`config.mk`:
```
export PLATFORM = sky130hd
export DESIGN_NAME = coef_bank
export DESIGN_NICKNAME = d
export VERILOG_FILES = /design/src/rtl/coef_pkg.sv /design/src/rtl/coef_load_ctrl.sv /design/src/rtl/coef_bank.sv
export SDC_FILE = /design/constraint.sdc
export NUM_CORES = 1
export LEC_CHECK = 0
export ABC_AREA = 0
export CAP_MARGIN = 10
export CORE_AREA = 2 2 201 203
export CTS_CLUSTER_DIAMETER = 50
export DETAILED_ROUTE_END_ITERATION = 10
export DIE_AREA = 0 0 203 205
export SKIP_LAST_GASP = 1
export SLEW_MARGIN = 20
export SYNTH_ARGS = -nofsm -noshare
export SYNTH_HDL_FRONTEND = slang
export SYNTH_HIERARCHICAL = 1
export SYNTH_SLANG_ARGS = --single-unit
```
`constraint.sdc`:
```
create_clock -name clk -period 7.95 [get_ports clk]
set_clock_uncertainty 0.05 [all_clocks]
set_input_delay 1.59 -clock clk [delete_from_list [all_inputs] [get_ports clk]]
set_output_delay 1.59 -clock clk [all_outputs]
set_load 0.1 [all_outputs]
```
`src/rtl/coef_pkg.sv`:
```
// coef_pkg: shared state encodings, default widths and bank count for coef_bank.
package coef_pkg;
  localparam int DATA_W_DEF = 14;
  localparam int DEPTH_DEF = 16;
  localparam int NUM_RD_DEF = 2;
  localparam logic [0:0] ST_IDLE = 1'b0;
  localparam logic [0:0] ST_LOAD = 1'b1;
`ifdef COEF_BANK_PINGPONG_EN
  localparam int NUM_BANKS = 2;
`else
  localparam int NUM_BANKS = 1;
`endif
endpackage

```
`src/rtl/coef_load_ctrl.sv`:
```
// coef_load_ctrl: sequential load FSM, write pointer, done/valid status and bank select.
// COEF_BANK_PINGPONG_EN: bank select toggles on each completed load and bank_valid stays sticky.
module coef_load_ctrl
  import coef_pkg::*;
#(
  parameter int DEPTH = DEPTH_DEF,
  parameter int ADDR_W = $clog2(DEPTH)
) (
  input  logic              clk,
  input  logic              rst,
  input  logic              ld_start_i,
  input  logic              ld_valid_i,
  output logic              ld_ready_o,
  output logic              ld_done_o,
  output logic              bank_valid_o,
  output logic              we_o,
  output logic [ADDR_W-1:0] wr_addr_o,
  output logic              sel_o
);
  logic [0:0] state_q, state_d;
  logic [ADDR_W-1:0] ptr_q, ptr_d;
  logic valid_q, valid_d, sel_q, sel_d;
  always_comb begin
    ld_ready_o = state_q == ST_LOAD;
    // a start pulse always wins: the word offered alongside it is dropped
    we_o = ld_ready_o && ld_valid_i && !ld_start_i;
    ld_done_o = we_o && ptr_q == ADDR_W'(DEPTH - 1);
    state_d = ld_start_i ? ST_LOAD : ld_done_o ? ST_IDLE : state_q;
    ptr_d = (ld_start_i || ld_done_o) ? '0 : we_o ? ptr_q + 1'b1 : ptr_q;
`ifdef COEF_BANK_PINGPONG_EN
    valid_d = valid_q || ld_done_o;
    sel_d = sel_q ^ ld_done_o;
`else
    valid_d = ld_start_i ? 1'b0 : ld_done_o ? 1'b1 : valid_q;
    sel_d = 1'b0;
`endif
  end
  always_ff @(posedge clk or posedge rst) begin
    if (rst) begin
      state_q <= ST_IDLE;
      ptr_q <= '0;
      valid_q <= 1'b0;
      sel_q <= 1'b0;
    end else begin
      state_q <= state_d;
      ptr_q <= ptr_d;
      valid_q <= valid_d;
      sel_q <= sel_d;
    end
  end
  assign bank_valid_o = valid_q;
  assign wr_addr_o = ptr_q;
  assign sel_o = sel_q;
endmodule

```
`src/rtl/coef_bank.sv`:
```
// coef_bank: coefficient store with handshaked sequential load and NUM_RD registered read ports.
// COEF_BANK_PINGPONG_EN: two banks, loads fill the shadow bank and swap on completion.
module coef_bank
  import coef_pkg::*;
#(
  parameter int DATA_W = DATA_W_DEF,
  parameter int DEPTH = DEPTH_DEF,
  parameter int ADDR_W = $clog2(DEPTH),
  parameter int NUM_RD = NUM_RD_DEF
) (
  input  logic                     clk,
  input  logic                     rst,
  input  logic                     ld_start_i,
  input  logic                     ld_valid_i,
  output logic                     ld_ready_o,
  input  logic [DATA_W-1:0]        ld_data_i,
  output logic                     ld_done_o,
  output logic                     bank_valid_o,
  input  logic [NUM_RD-1:0]        rd_en_i,
  input  logic [NUM_RD*ADDR_W-1:0] rd_addr_i,
  output logic [NUM_RD*DATA_W-1:0] rd_data_o,
  output logic [NUM_RD-1:0]        rd_valid_o
);
  logic we, sel, wb;
  logic [ADDR_W-1:0] wa;
  logic [DATA_W-1:0] mem_q [NUM_BANKS][DEPTH];
  coef_load_ctrl #(.DEPTH(DEPTH), .ADDR_W(ADDR_W)) u_ctrl (
    .clk(clk),
    .rst(rst),
    .ld_start_i(ld_start_i),
    .ld_valid_i(ld_valid_i),
    .ld_ready_o(ld_ready_o),
    .ld_done_o(ld_done_o),
    .bank_valid_o(bank_valid_o),
    .we_o(we),
    .wr_addr_o(wa),
    .sel_o(sel)
  );
  // with two banks the writer targets the bank the readers are not using
  assign wb = sel ^ (NUM_BANKS == 2);
  always_ff @(posedge clk or posedge rst) begin
    if (rst) begin
      for (int b = 0; b < NUM_BANKS; b++)
        for (int i = 0; i < DEPTH; i++)
          mem_q[b][i] <= '0;
    end else if (we) begin
      mem_q[wb][wa] <= ld_data_i;
    end
  end
  for (genvar p = 0; p < NUM_RD; p++) begin : g_rd
    logic [ADDR_W-1:0] a;
    logic [DATA_W-1:0] rd_data_q, rd_data_d;
    logic rd_valid_q;
    assign a = rd_addr_i[p*ADDR_W +: ADDR_W];
    assign rd_data_d = (bank_valid_o && 32'(a) < DEPTH) ? mem_q[sel][a] : '0;
    always_ff @(posedge clk or posedge rst) begin
      if (rst) begin
        rd_data_q <= '0;
        rd_valid_q <= 1'b0;
      end else begin
        rd_valid_q <= rd_en_i[p];
        if (rd_en_i[p]) rd_data_q <= rd_data_d;
      end
    end
    assign rd_data_o[p*DATA_W +: DATA_W] = rd_data_q;
    assign rd_valid_o[p] = rd_valid_q;
  end
endmodule

```
# Word-level counts from Yosys, hierarchy flattened
# Cells that the tools add are included.
[totals]
regBits = 260
inputBits = 28
wordCells = 57
[op_classes]
n_addsub = 1
magnitude_cmp = 4
n_eq_ne = 1
n_mux = 17
n_bitwise = 3
n_reduce_logical = 8
[op_table]
columns = ["operator", "n"]
rows = [
  ["bitwise mux 224 bit", 1],
  ["binary-select mux 14 bit (select 4 bit)", 2],
  ["two-way mux 14 bit", 7],
  ["demux 14 bit (select 4 bit)", 1],
  [">= comparator 5 bit, second input constant", 3],
  ["inverter 4 -> 5 bit", 3],
  ["two-way mux 4 bit", 2],
  ["< comparator 5 x 1 -> 1 bit, second input constant", 1],
  ["adder 4 x 1 -> 4 bit, second input constant", 1],
  ["equality test 4 bit, second input constant", 1],
  ["logical AND 1 bit", 4],
  ["two-way mux 1 bit", 4],
  ["nonzero test 2 bit", 2],
  ["zero test 1 bit", 1],
  ["logical OR 1 bit", 1],
]

# Logic depth before layout (Yosys ltp)
# Gate-level depths: netlist (run 1).
[depth]
word_depth = 6
mapped_depth = 7

# Hierarchy
# The synthesis (run 1) kept the hierarchy.
[by_module_without_submodules]
columns = ["mod", "n_inst", "cells_each", "area_each_um2", "seq_area_each_um2"]
rows = [
  ["coef_bank", 1, 1084, 13405.4, 6356.1],
  ["coef_load_ctrl", 1, 34, 306.5, 150.1],
]

# Worst setup path after synthesis (run 1)
# OpenSTA, ideal clock, no wires.
[synth_timing]
kind = "input port to output port"
from = "input port ld_start_i"
to = "output port ld_done_o"
t_arrival_ns = 3.816
required_time_ns = 6.310
slack_ns = 2.494
path_stages = 2
cell_sequence = "clkbuf_4 -> nor3_1"
[synth_between]
elab_chain_len = 3
[synth_rtl]
columns = ["item", "line", "rtl"]
rows = [
  ["start: declaration", "coef_bank.sv:13", "input logic ld_start_i,"],
  ["zero test 1 bit", "coef_load_ctrl.sv:26", "we_o = ld_ready_o && ld_valid_i && !ld_start_i;"],
  ["logical AND 1 bit", "coef_load_ctrl.sv:26", ""],
  ["logical AND 1 bit", "coef_load_ctrl.sv:27", "ld_done_o = we_o && ptr_q == ADDR_W'(DEPTH - 1);"],
  ["end: declaration", "coef_bank.sv:17", "output logic ld_done_o,"],
]
# Every way passes these cells.

# Worst setup path after layout (run 1)
[layout_timing]
from = "input port ld_valid_i"
to = "output port ld_done_o"
[layout_between]
elab_chain_len = 3
[layout_rtl]
columns = ["item", "line", "rtl"]
rows = [
  ["start: declaration", "coef_bank.sv:14", "input logic ld_valid_i,"],
  ["logical AND 1 bit (2 in series)", "coef_load_ctrl.sv:26", ""],
  ["logical AND 1 bit", "coef_load_ctrl.sv:27", ""],
]
# Every way passes these cells.

==> results of run 1 <==
## area by class of cell
cell class	instances	area, um^2	share of cell area
well taps	525	657	0.0418
repair buffers	88	826	0.0526
inverters	2	11.3	0.000717
clock inverters	14	150	0.00956
clock buffers	43	851	0.0542
flip-flops and latches	260	6510	0.414
multi-input cells	763	6700	0.427
## metrics by stage
stage	util	cell area [um^2]	cells
6_report	0.399	15700	1695
5_1_grt	0.399	15700	1695
4_1_cts	0.399	15700	1695
3_5_place_dp	0.373	14700	1638
3_3_place_gp	0.373	14700	1638
2_1_floorplan	-	13700	1118
## power breakdown
group | total [mW] | switching (mW) | internal, mW
logic | 0.325 | 0.179 | 0.147
registers | 1.45 | 0.0510 | 1.40
clock network | 1.39 | 0.576 | 0.814
total | 3.16 | 0.805 | 2.36
## final timing paths
| path | slack (ns) | cells past startpoint | start | end |
|---|---|---|---|---|
| max | 2.72 | 4 | ld_valid_i | ld_done_o |
| min | 0.46 | 2 | g_rd[0].rd_data_q[11] | g_rd[0].rd_data_q[11] |
| min reg2reg | 0.46 | 2 | g_rd[0].rd_data_q[11] | g_rd[0].rd_data_q[11] |
| max in group asynchronous | 4.99 | 4 | rst | mem_q[199] |
| max reg2reg | 5.30 | 5 | u_ctrl/ld_ready_o | mem_q[45] |
| min in group asynchronous | 1.28 | 2 | rst | u_ctrl/wr_addr_o[3] |
## cell usage after synthesis (all sizes together)
| library cell | n |
|---|---|
| nor3 | 1 |
| mux2 | 224 |
| ha | 1 |
| nand3 | 90 |
| nand2 | 45 |
| a31oi | 2 |
| a21oi | 30 |
| xor2 | 1 |
| conb | 1 |
| clkbuf | 32 |
| nor4b | 1 |
| nor2 | 9 |
| nand2b | 29 |
| nand4 | 1 |
| a22oi | 84 |
| dfrtp | 260 |
| or3 | 2 |
| nor2b | 8 |
| and2 | 2 |
| buf | 61 |
| a21o | 1 |
| and4bb | 2 |
| and3 | 4 |
| nand4b | 1 |
| mux2i | 224 |
| inv | 2 |
## worst max-delay path, cell delays in order
cell and delay, ns:
clkdlybuf4s50_1 0.55, nand2_2 0.13, nor3_1 0.16, clkdlybuf4s50_1 1.16
## cell families after synthesis
kind of cell | count (synthesis) | synth area share
muxes | 448 | 0.353
DFF | 260 | 0.474
and+or+nand+nor | 195 | 0.0734
AOI/OAI and AO/OA | 117 | 0.0584
buffers and inverters | 95 | 0.0390
adders and majority gates | 1 | 0.000912
other | 1 | 0.000273
xor gates and xnor gates | 1 | 0.000639
## layer usage
layer / routed length [um] / up-vias / track usage / part of all wire
li1: - / 4172 / - / -
met1: 17800 / 4822 / 0.251 / 0.45
met2: 19100 / 234 / 0.325 / 0.48
met3: 1760 / 66 / 0.0248 / 0.044
met4: 1120 / 0 / 0.0620 / 0.028
met5: 0 / - / 0 / 0
## state kept, by name, summed over array words and instances, names as in the netlist
| signal | cells |
|---|---|
| mem_q | 224 |
| g_rd.rd_valid_q | 2 |
| u_ctrl/ld_ready_o | 1 |
| u_ctrl/wr_addr_o | 4 |
| u_ctrl/bank_valid_o | 1 |
| g_rd.rd_data_q | 28 |
==> out/qor.yml, run 1 <==
timing:
  worst_pin_slew_ns: 1.12
  fin_ws_ns: 2.72
  finalHoldViolCount: 0
  fmax_ghz: 0.191
  max_slew_margin: 0.249
  hold_ws_ns: 0.458
  tns_ns: 0
  drv_slew: 0
  grt_setup_unrepaired: "false"
  finalSetupViolCount: 0
  post-route-period-util: 0.657
  fin_crit_ns: 5.23
synthesis:
  synth_cells: 1118
  ys_seq_area_frac: 0.474
  synth_seq_cells: 260
  synth-warning-count: 6
  avgSynthCellArea_um2: 12.3
  yosys.area.top_type_share: 0.474
  synth_nets: 1147
  synth_area_um2: 13700
  ys_types: 34
  synth.top_cells.by_area: "dfrtp_1 (47%), mux2_2 (16%), mux2i_1 (16%)"
  yosysTopAreaCell: "dfrtp_1"
drt:
  wl_per_cell_um: 23.5
  vias: 9294
  vias_per_cell: 5.48
  drtPass1Iterations: 5
  ant_nets: 0
  drc: 0
  wl_um: 39800
  initialDrtViolationCount: 660
global_routing:
  grtUsageTotal: 0.191
  grt-ovfl-total: 0
  grt_pass1_vias: 9572
  antenna_found_initial: 0
  grt_max_degree: 153
  grt_first_pass_wirelength_um: 59700
cts:
  cts_inserted_buffers: 31
  cts_max_level: 1
  cts_setup_buffers: 0
  cts_root_buf: "clkbuf_16"
  ctsResizeCount: 0
  clock_latency_ns: 0.56
  cts.sinks: 260
  ctsLongestPathBuffers: 3
  cts.reportedPaths.clkPinSlew_ns: 0.06
  cts_tree: "yes"
  postCtsHoldBufs: 0
floorplan:
  die_y_um: 205
  fp-row-count: 73
  die_w_um: 203
  start_util: 0.348
  coreArea_um2: 39400
  die-area_um2: 41600
  io_pins: 61
status:
  status: "complete, no violations"
cells_and_area:
  fillers: 3731
  layout_common_cells: "dfrtp_1 (260), mux2i_1 (224), mux2_2 (200)"
  layout_commonest_cell: "dfrtp_1"
  n_antenna_cell: 0
  area_growth_pct: 14.5
  final_layout_size_suffix_gt1_frac: 0.266
  nets: 1175
setup_path:
  crit_type: "in2out"
  path_max_fanout: 7
  worstPathRequired_ns: 6.31
  cp-start-kind: "input pin"
  crit_path_end_kind: "primary output"
  critPathArrivalTime_ns: 3.59
power_and_ir_drop:
  leakage_nw: 7.52
  total_power_mw: 3.16
  power.density_nw_per_um2: 201
  ir_drop_v: 0.000134
place:
  place.gp.congestion: 0.754
  dp_hpwl_um: 21100
  dp_slack_ns: 2.73
  port_buffers: 60
job:
  maxCapViolCount: 0
min_path:
  min_path_type: "reg2reg"
(Power assumes the default switching activity.)
==> run 2, diff against run 1 <==
Clock period 7.95 ns to 4.7 ns, I/O delays scaled along.
==> run 2 against run 1 <==
Critical path depth fell by 3. Sequential cell count did not move. Die area did not move. Setup slack got worse by 1.2 ns. Routed wire length fell by 3.6%. First-iteration DRC count rose by 4.8%. Total power rose by 69%. Register-to-register slack got worse by 3.1 ns. Largest power group unchanged.
==> out/qor.yml, run 2 (synthesis gave the netlist of run 1 again) <==
status:
  status: "complete, no violations"
global_routing:
  grt_max_degree: 94
  grt_pass1_vias: 9636
  grtUsageTotal: 0.186
  antenna_found_initial: 0
  grt-ovfl-total: 0
  grt_first_pass_wirelength_um: 59400
setup_path:
  slowest_delay_ns: 1.19
  cp-start-kind: "flop"
  critPathArrivalTime_ns: 2.21
  crit_buf_inv: 1
  path_max_fanout: 6
  crit_path_end_kind: "primary output"
  crit_chain: "clkdlybuf4s50_1"
  path_delay_family: "buffers and inverters"
  worstPathRequired_ns: 3.71
  crit_type: "reg2out"
  crit_slowest_cell: "clkdlybuf4s50_1"
drt:
  vias: 9325
  wl_per_cell_um: 22.7
  drtPass1Iterations: 5
  ant_nets: 0
  wl_um: 38400
  initialDrtViolationCount: 692
  drc: 0
  vias_per_cell: 5.50
timing:
  grt_setup_unrepaired: "false"
  tns_ns: 0
  max_slew_margin: 0.231
  fin_crit_ns: 3.20
  finalHoldViolCount: 0
  drv_slew: 0
  fmax_ghz: 0.313
  worst_pin_slew_ns: 1.15
  hold_ws_ns: 0.444
  post-route-period-util: 0.681
  finalSetupViolCount: 0
cells_and_area:
  final_layout_size_suffix_gt1_frac: 0.267
  fin_cells: 1694
  largest_register: "mem_q"
  multi_input_area_um2: 6700
  final_area_um2: 15800
  layout_commonest_cell: "dfrtp_1"
  layout_common_cells: "dfrtp_1 (260), mux2i_1 (224), mux2_2 (200)"
  fillers: 3680
  area_growth_pct: 14.9
  nets: 1175
  ff_latch_area_um2: 6510
  n_antenna_cell: 0
  largest_reg_flops: 224
floorplan:
  coreArea_um2: 39400
  die_y_um: 205
  die_w_um: 203
  start_util: 0.348
  io_pins: 61
  fp-row-count: 73
  die-area_um2: 41600
power_and_ir_drop:
  p_comb_frac: 0.105
  leakage_nw: 7.55
  power.density_nw_per_um2: 339
  sw_frac_of_total: 0.249
  ir_drop_v: 0.000244
  total_power_mw: 5.34
  power.internal_mw: 4.01
  power_frac_seq: 0.458
  p_switching_mw: 1.33
  clock_power_share: 0.438
job:
  maxCapViolCount: 0
cts:
  cts_inserted_buffers: 30
  cts_setup_buffers: 0
  cts_tree: "yes"
  cts.reportedPaths.clkPinSlew_ns: 0.06
  clock_latency_ns: 0.56
  postCtsHoldBufs: 0
  cts_max_level: 1
  ctsResizeCount: 0
  cts_root_buf: "clkbuf_16"
  ctsLongestPathBuffers: 3
  cts.sinks: 260
place:
  dpl_cell_area_um2: 14800
  place.gp.congestion: 0.779
  port_buffers: 60
  dp_cells: 1639
  dp_hpwl_um: 22500
min_path:
  min_path_type: "reg2reg"
==> run 2: power groups by stage <==
| stage | Combinational, mW | Clock, mW | Sequential (mW) |
|---|---|---|---|
| 2_1_floorplan | 0.409 | 0 | 2.46 |
| 3_3_place_gp | 0.551 | 0 | 2.48 |
| 3_5_place_dp | 0.561 | 0 | 2.49 |
| 4_1_cts | 0.562 | 2.38 | 2.45 |
| 5_1_grt | 0.608 | 2.48 | 2.47 |
| 6_report | 0.559 | 2.34 | 2.45 |
==> run 2: worst paths after layout <==
kind	start	to	slack [ns]	depth (start not counted)
setup / recovery	u_ctrl/bank_valid_o	bank_valid_o	1.50	1
hold / removal	g_rd[1].rd_data_q[10]	g_rd[1].rd_data_q[10]	0.44	2
setup reg to reg	u_ctrl/ld_ready_o	mem_q[116]	2.18	6
hold reg to reg	g_rd[1].rd_data_q[10]	g_rd[1].rd_data_q[10]	0.44	2
max in group asynchronous	rst	mem_q[211]	2.68	3
min in group asynchronous	rst	u_ctrl/bank_valid_o	0.65	2
==> run 2: worst min-delay path, delay by kind of cell (launching register included) <==
| kind | cells | cell delay [ns] |
|---|---|---|
| DFF | 1 | 0.34 |
| and+or+nand+nor | 2 | 0.12 |
==> run 2: routing by layer <==
metal	global-route usage	routed length, um	vias up
met5	0	0	-
met4	0.0602	1140	0
met3	0.0227	1540	55
met2	0.309	18200	222
met1	0.253	17500	4876
li1	-	-	4172
==> run 2: metrics by stage <==
step	utilization	setup slack (ns)
after floorplan	-	0.366
after global routing	0.400	1.46
after detailed placement	0.375	1.10
after CTS	0.400	1.50
after global placement	0.375	1.16
final	0.400	1.50
==> run 2: area by class of cell <==
cell class,instances,share of cell area
clock buffers,44,0.0554
clock inverters,11,0.00810
inverters,2,0.000715
multi-input cells,763,0.425
flip-flops and latches,260,0.413
well taps,525,0.0417
repair buffers,89,0.0559
==> run 3, diff against run 2 <==
Clock period 4.7 ns to 2.85 ns, I/O delays scaled along.
==> run 3 against run 2 <==
Combinational power rose by 75%. Sequential power rose by 65%. Setup slack got worse by 1.3 ns. Global-route usage rose by 0.63 points. Sequential share of layout area fell by 1.5 points. Routed wire length rose by 3.5%. First-iteration DRC count fell by 24%. Final area rose by 3.9%.
==> out/qor.yml, run 3 (synthesis gave the netlist of run 1 again) <==
cells_and_area:
  final_layout_size_suffix_gt1_frac: 0.322
  ff_latch_area_um2: 6510
  layout_common_cells: "dfrtp_1 (260), mux2i_1 (224), mux2_2 (200)"
  layout_commonest_cell: "dfrtp_1"
  largest_reg_flops: 224
  nets: 1213
  final_area_um2: 16400
  n_antenna_cell: 0
  area_growth_pct: 19.4
  fin_cells: 1733
  multi_input_area_um2: 6710
  fin_util: 0.416
  largest_register: "mem_q"
  fillers: 3691
place:
  dp_hpwl_um: 24600
  dpl_cell_area_um2: 15200
  place.gp.congestion: 0.769
  port_buffers: 60
  dp_cells: 1677
  dp_slack_ns: 0.0837
timing:
  worst_pin_slew_ns: 0.750
  finalSetupViolCount: 0
  hold_ws_ns: 0.273
  tns_ns: 0
  fmax_ghz: 0.377
  fin_crit_ns: 2.66
  finalHoldViolCount: 0
  grt_setup_unrepaired: "false"
  max_slew_margin: 0.499
  fin_ws_ns: 0.195
  drv_slew: 0
  post-route-period-util: 0.932
setup_path:
  worstPathRequired_ns: 2.23
  crit_slowest_cell: "dfrtp_1"
  reg2regPathDepth: 6
  crit_type: "reg2out"
  slowest_delay_ns: 0.57
  crit_chain: "ha_1 -> nand3_1 -> nor3_4 -> buf_12"
  worst_r2r_startpoint: "u_ctrl/ld_ready_o"
  worstReg2RegEnd: "mem_q[23]"
  ff2ff_setup_slack_ns: 0.72
  critPathArrivalTime_ns: 2.04
  crit_path_end_kind: "primary output"
  cp-start-kind: "flop"
  path_max_fanout: 8
power_and_ir_drop:
  p_switching_mw: 2.26
  power_frac_seq: 0.433
  leakage_nw: 7.94
  clock_power_share: 0.462
  power.internal_mw: 7.08
  p_comb_frac: 0.105
  sw_frac_of_total: 0.242
  power.density_nw_per_um2: 570
  ir_drop_v: 0.000413
  total_power_mw: 9.33
cts:
  postCtsHoldBufs: 0
  ctsLongestPathBuffers: 3
  ctsResizeCount: 0
  clock_latency_ns: 0.56
  cts_max_level: 1
  cts.sinks: 260
  cts_tree: "yes"
  cts_root_buf: "clkbuf_16"
  cts.reportedPaths.clkPinSlew_ns: 0.07
  cts_inserted_buffers: 30
  cts_setup_buffers: 0
floorplan:
  die_y_um: 205
  start_util: 0.348
  die-area_um2: 41600
  die_w_um: 203
  fp-row-count: 73
  io_pins: 61
  coreArea_um2: 39400
drt:
  vias: 9352
  initialDrtViolationCount: 523
  drtPass1Iterations: 5
  drc: 0
  vias_per_cell: 5.40
  ant_nets: 0
  wl_um: 39700
  wl_per_cell_um: 22.9
global_routing:
  grt-ovfl-total: 0
  antenna_found_initial: 0
  grt_pass1_vias: 9782
  grtUsageMet1: 0.255
  grt_first_pass_wirelength_um: 60900
  grtUsageMet2: 0.324
  grt_max_degree: 43
  grt_busiest_layer: "met2"
  grtUsageTotal: 0.192
  grt_use_met3: 0.0224
min_path:
  min_path_type: "in2async"
job:
  maxCapViolCount: 0
status:
  status: "complete, no violations"
[run 3: layout make-up]
| class | count | share of cell area |
|---|---|---|
| Clock buffer | 41 | 0.0546 |
| Clock inverter | 15 | 0.0144 |
| Inverter | 2 | 0.000688 |
| Multi-Input combinational cell | 763 | 0.410 |
| Sequential cell | 260 | 0.397 |
| Tap cell | 525 | 0.0401 |
| Timing Repair Buffer | 127 | 0.0832 |
[run 3: worst max path at each step]
stage	slack [ns]	depth (start not counted)	startpoint	endpoint
after floorplan	-1.11	1	rst	g_rd[0].rd_data_q[0]
after global placement	0.12	7	ld_valid_i	mem_q[44]
final	0.19	4	u_ctrl/wr_addr_o[0]	ld_done_o
after detailed placement	0.08	7	ld_valid_i	mem_q[51]
after CTS	0.16	4	u_ctrl/wr_addr_o[0]	ld_done_o
after global routing	0.07	4	u_ctrl/wr_addr_o[0]	ld_done_o
[run 3: metal layers]
layer,wire [um],vias up
li1,-,4253
met1,17800,4836
met2,19200,196
met3,1430,67
met4,1330,0
met5,0,-
[run 3: critical path, delay by kind of cell, from the launching register on]
kind	cells	cell delay, ns
fa+ha+maj	1	0.26
buf+inv	1	0.20
flops	1	0.57
simple gates	2	0.44
[run 3: power by group through the flow]
| stage | combinational [mW] | clock (mW) | sequential (mW) |
|---|---|---|---|
| 5_1_grt | 1.07 | 4.54 | 4.07 |
| 4_1_cts | 0.984 | 4.39 | 4.04 |
| 2_1_floorplan | 0.674 | 0 | 4.06 |
| 6_report | 0.978 | 4.31 | 4.04 |
| 3_5_place_dp | 0.980 | 0 | 4.11 |
| 3_3_place_gp | 0.963 | 0 | 4.09 |
